`src/rtl/mem_arbiter.sv`:
```
// mem_arbiter: shares one 8-bit memory port between the core (m0) and a second bus master (m1).
// Define MEM_ARB_RR_EN for round-robin ties and symmetric burst preemption; default is fixed m0 priority.
module mem_arbiter #(
  parameter int ADR_MSB   = 15,
  parameter int MAX_BURST = 4
) (
  input  logic             clk,
  input  logic             rst,
  input  logic             m0_cs,
  input  logic             m0_we,
  input  logic [ADR_MSB:0] m0_addr,
  input  logic [7:0]       m0_odata,
  output logic [7:0]       m0_idata,
  output logic             m0_wait,
  input  logic             m1_cs,
  input  logic             m1_we,
  input  logic [ADR_MSB:0] m1_addr,
  input  logic [7:0]       m1_odata,
  output logic [7:0]       m1_idata,
  output logic             m1_wait,
  output logic             s_cs,
  output logic             s_we,
  output logic [ADR_MSB:0] s_addr,
  output logic [7:0]       s_odata,
  input  logic [7:0]       s_idata,
  input  logic             s_wait,
  output logic [1:0]       gnt
);

  typedef enum logic [1:0] {IDLE, OWN0, OWN1} state_t;

  localparam logic [3:0] BURST_LIM = 4'(MAX_BURST);

  state_t     state;
  state_t     state_nxt;
  logic [3:0] burst_cnt;
  logic       own0;
  logic       own1;
  logic       beat;
  logic       limit_hit;
  logic       tie_to_m1;
  logic       preempt_m0;

`ifdef MEM_ARB_RR_EN
  logic last;

  assign tie_to_m1  = ~last;
  assign preempt_m0 = 1'b1;
`else
  assign tie_to_m1  = 1'b0;
  assign preempt_m0 = 1'b0;
`endif

  assign own0      = (state == OWN0);
  assign own1      = (state == OWN1);
  assign beat      = ((own0 & m0_cs) | (own1 & m1_cs)) & ~s_wait;
  // Only a completed beat can trigger preemption, so a stalled beat is never split.
  assign limit_hit = beat && (burst_cnt >= (BURST_LIM - 4'd1));

  always_comb begin
    state_nxt = state;
    case (state)
      IDLE: begin
        if (m0_cs && m1_cs)
          state_nxt = tie_to_m1 ? OWN1 : OWN0;
        else if (m0_cs)
          state_nxt = OWN0;
        else if (m1_cs)
          state_nxt = OWN1;
      end
      OWN0: begin
        if (!m0_cs)
          state_nxt = m1_cs ? OWN1 : IDLE;
        else if (preempt_m0 && limit_hit && m1_cs)
          state_nxt = OWN1;
      end
      OWN1: begin
        if (!m1_cs)
          state_nxt = m0_cs ? OWN0 : IDLE;
        else if (limit_hit && m0_cs)
          state_nxt = OWN0;
      end
      default: state_nxt = IDLE;
    endcase
  end

  always_ff @(posedge clk or posedge rst) begin
    if (rst) begin
      state     <= IDLE;
      burst_cnt <= '0;
`ifdef MEM_ARB_RR_EN
      last      <= 1'b1;
`endif
    end else begin
      state <= state_nxt;
      if (state_nxt != state)
        burst_cnt <= '0;
      else if (beat && (burst_cnt < BURST_LIM))
        burst_cnt <= burst_cnt + 4'd1;
`ifdef MEM_ARB_RR_EN
      if (state_nxt == OWN0)
        last <= 1'b0;
      else if (state_nxt == OWN1)
        last <= 1'b1;
`endif
    end
  end

  // Memory side follows the owner only; a non-owner can never reach the write strobe.
  assign gnt     = {own1, own0};
  assign s_cs    = (own0 & m0_cs) | (own1 & m1_cs);
  assign s_we    = (own0 & m0_cs & m0_we) | (own1 & m1_cs & m1_we);
  assign s_addr  = own0 ? m0_addr  : (own1 ? m1_addr  : '0);
  assign s_odata = own0 ? m0_odata : (own1 ? m1_odata : 8'h00);

  assign m0_idata = s_idata;
  assign m1_idata = s_idata;
  assign m0_wait  = m0_cs & (~own0 | s_wait);
  assign m1_wait  = m1_cs & (~own1 | s_wait);

endmodule
```
`config.mk`:
```
export PLATFORM = sky130hd
export DESIGN_NAME = mem_arbiter
export DESIGN_NICKNAME = d
export VERILOG_FILES = /design/src/rtl/mem_arbiter.sv
export SDC_FILE = /design/constraint.sdc
export NUM_CORES = 1
export LEC_CHECK = 0
export CORE_UTILIZATION = 22
export CTS_CLUSTER_DIAMETER = 80
export DETAILED_ROUTE_END_ITERATION = 8
export GPL_TIMING_DRIVEN = 0
export MAX_ROUTING_LAYER = met4
export PLACE_DENSITY = 0.8
export SYNTH_ARGS = -nofsm -noshare
export SYNTH_HDL_FRONTEND = slang
export SYNTH_SLANG_ARGS = --single-unit
```
`constraint.sdc`:
```
create_clock -name clk -period 1.4 [get_ports clk]
set_input_delay 0.35 -clock clk [delete_from_list [all_inputs] [get_ports clk]]
set_output_delay 0.35 -clock clk [all_outputs]
set_load 0.02 [all_outputs]
```
==> flow_summary.toml <==
[status]
violations = "setup timing"
status = "complete, but fails checks"

[yosys]
synth.cell_area_um2 = 774
yosysSeqAreaShare_pct = 19.4
synthDistinctLibCells = 26
yosys-top-cells-area = "a22o_1 (27%), dfrtp_1 (19%), buf_4 (17%), nand3b_4 (5.2%), buf_2 (3.9%)"
ys_seq_elements = 6
synthCells = 85
synth_top_cell_by_area = "a22o_1"
mappedNetlistNets = 149
yosysWarnings = 0
synth.top_cell.area_share_pct = 27.1
synth_area_per_cell_um2 = 9.11

[cells_and_area]
layout_commonest_cell = "clkdlybuf4s50_1"
fin_cells = 246
drive_above_1_share_pct = 52.0
final_nets = 265
diodes = 0
layout_common_cells = "clkdlybuf4s50_1 (67), buf_6 (36), buf_4 (20), a22o_4 (17), a22o_1 (7)"
final_util_pct = 69.0
fill_cells = 249
final_area_um2 = 2320
area_delta_synth_final_pct = 200

[critical_path]
worst-setup-path-type = "reg -> out"
cp-start-kind = "flop"
cp_max_fo = 5
cp_data_arrival_time_ns = 1.44
crit_path_end_kind = "output port"
required_ns = 1.05
r2r_setup_slack_ns = -0.27

[grt]
grt_pass1_vias = 1103
grt_overflow = 0
grt_max_degree = 11
antenna_found_initial = 0
grt_pass1_wl_mm = 5.16
grtUsageTotal_pct = 19.0

[detailed_routing]
initialDrtViolationCount = 28
antenna_left = 0
vias = 1131
routed_wirelength_mm = 3.92
viasPerCell = 4.60
first_pass_iters = 4
avgRoutedWirePerCell_um = 15.9
drcViolationCount = 0

[pwr]
leakage_uw = 0.00106
power_uw = 1310
ir_drop_uv = 421
internal-power_uw = 861
combPwrFrac_pct = 72.1
swShare_pct = 34.3
p_seq_share_pct = 14.3
netSwitchingPower_uw = 450
clkPwrFrac_pct = 13.7
power_density_nw_per_um2 = 565

[clock_tree]
insertion_delay_ns = 0.25
clk_pin_slew_ns = 0.05
ctsHoldBuffers = 0
cts_inserted_buffers = 3
clockRootBuffer = "clkbuf_4"
htreeDepth = 1
cts_tree = "built"
clock_sinks = 6
cts_buffer_depth = 2

[sta]
fmax_mhz = 559
slew_viol_final = 0
slew_headroom_pct = 74.7
fin_crit_ns = 1.79
fin_ws_ns = -0.390
fin_skew_ns = 0.00954
worst_pin_slew_ns = 0.379
rsz0062_at_grt = "true"
min_period_over_period_pct = 128
final-hold-violation-count = 0
setup_viol = 34
fin_hold_ws_ns = 0.307

[placed_design]
placed_area_um2 = 2060
gp_congestion = 0.663
dp_hpwl_mm = 2.67
dp_cells = 231
io_buffer_count = 100

[die]
ioPinCount = 109
die_h_um = 61.3
dieArea_um2 = 3760
die_x_um = 61.3
std_cell_rows = 21
core_area_um2 = 3360
start_util_pct = 23.0

[job]
maxCapViolCount = 0

[worst_hold_path]
hp-class = "in -> async"
logic make-up (layout without fill, tap and decap cells):
group / count (synthesis) / count (layout) / share of synthesized area, %
xor+xnor: 1 / 1 / 1.13
fa+ha+maj: 1 / 1 / 1.62
mux: 1 / 1 / 1.29
flops: 6 / 6 / 19.4
compound gates: 33 / 33 / 37.6
buf+inv: 27 / 140 / 22.8
simple gates: 16 / 18 / 16.2
state kept, by name, indices dropped and copies added, names as in the netlist:
register   cells
burst_cnt      4
state          2
metal layers:
layer	wire length, µm	track usage, %	vias to the layer above
met5	0	-	-
met4	27	4.13	0
met3	337	4.20	2
met2	2120	36.5	58
met1	1440	19.6	538
li1	-	-	533
metrics by stage:
step | TNS [ns] | worst slack (ns)
2_1_floorplan | -2.45 | -0.120
3_3_place_gp | -20.99 | -0.770
3_5_place_dp | -21.99 | -0.829
4_1_cts | -10.85 | -0.456
5_1_grt | -12.64 | -0.447
6_report | -11.28 | -0.390
repair_timing:
item / in CTS / in global routing
setup endpoints to repair: 34 / 36
gates resized for setup: 193 / 9
cloned: 4 / 1
setup buffers: 4 / 4
pin swaps: 7 / 10
synthesized netlist by cell type:
| library cell | count |
|---|---|
| nor3_1 | 1 |
| buf_2 | 6 |
| a221oi_1 | 1 |
| nand2_1 | 2 |
| or4_2 | 1 |
| a21oi_1 | 2 |
| nand3_1 | 2 |
| nor2b_2 | 1 |
| dfrtp_1 | 6 |
| a21boi_0 | 1 |
| mux2i_1 | 1 |
| nor2_1 | 2 |
| nor3b_1 | 1 |
| a22o_1 | 24 |
| o21a_1 | 1 |
| and2_1 | 1 |
| o211a_1 | 1 |
| nand3b_4 | 2 |
| buf_4 | 18 |
| a2111oi_4 | 1 |
| o21ai_0 | 2 |
| nor2_2 | 1 |
| xnor2_1 | 1 |
| inv_1 | 3 |
| ha_1 | 1 |
| and2b_2 | 2 |
power groups by stage:
stage          Clock [µW]  Combinational, µW  Sequential, µW
2_1_floorplan           0                421             192
3_3_place_gp            0                799             193
3_5_place_dp            0                810             194
4_1_cts               181                907             187
5_1_grt               194                985             188
6_report              179                945             187
area by class of cell:
class	count	area [µm²]	share of cell area, %
timing repair buffer	111	1190	51.2
inverter	3	11.3	0.485
tap	46	57.6	2.48
clock buffer	4	26.3	1.13
multi-input combinational	54	672	28.9
buffer	22	213	9.16
sequential	6	153	6.57
worst max-delay path, cell delays in order, from the launching register on:
cell     delay (ns)
dfrtp_2        0.42
and2b_2        0.25
buf_8          0.14
a22o_4         0.24
buf_6          0.13
path summary, 6_finish.rpt:
| check | startpoint | cells after the start | to |
|---|---|---|---|
| hold reg to reg | burst_cnt[1] | 2 | burst_cnt[1] |
| setup / recovery | state[0] | 4 | s_addr[14] |
| hold / removal | rst | 2 | burst_cnt[1] |
| setup reg to reg | state[1] | 6 | burst_cnt[1] |
| min in group clk | burst_cnt[1] | 2 | burst_cnt[1] |
| max in group asynchronous | rst | 2 | state[1] |
Power figures use the tool's default switching activity.
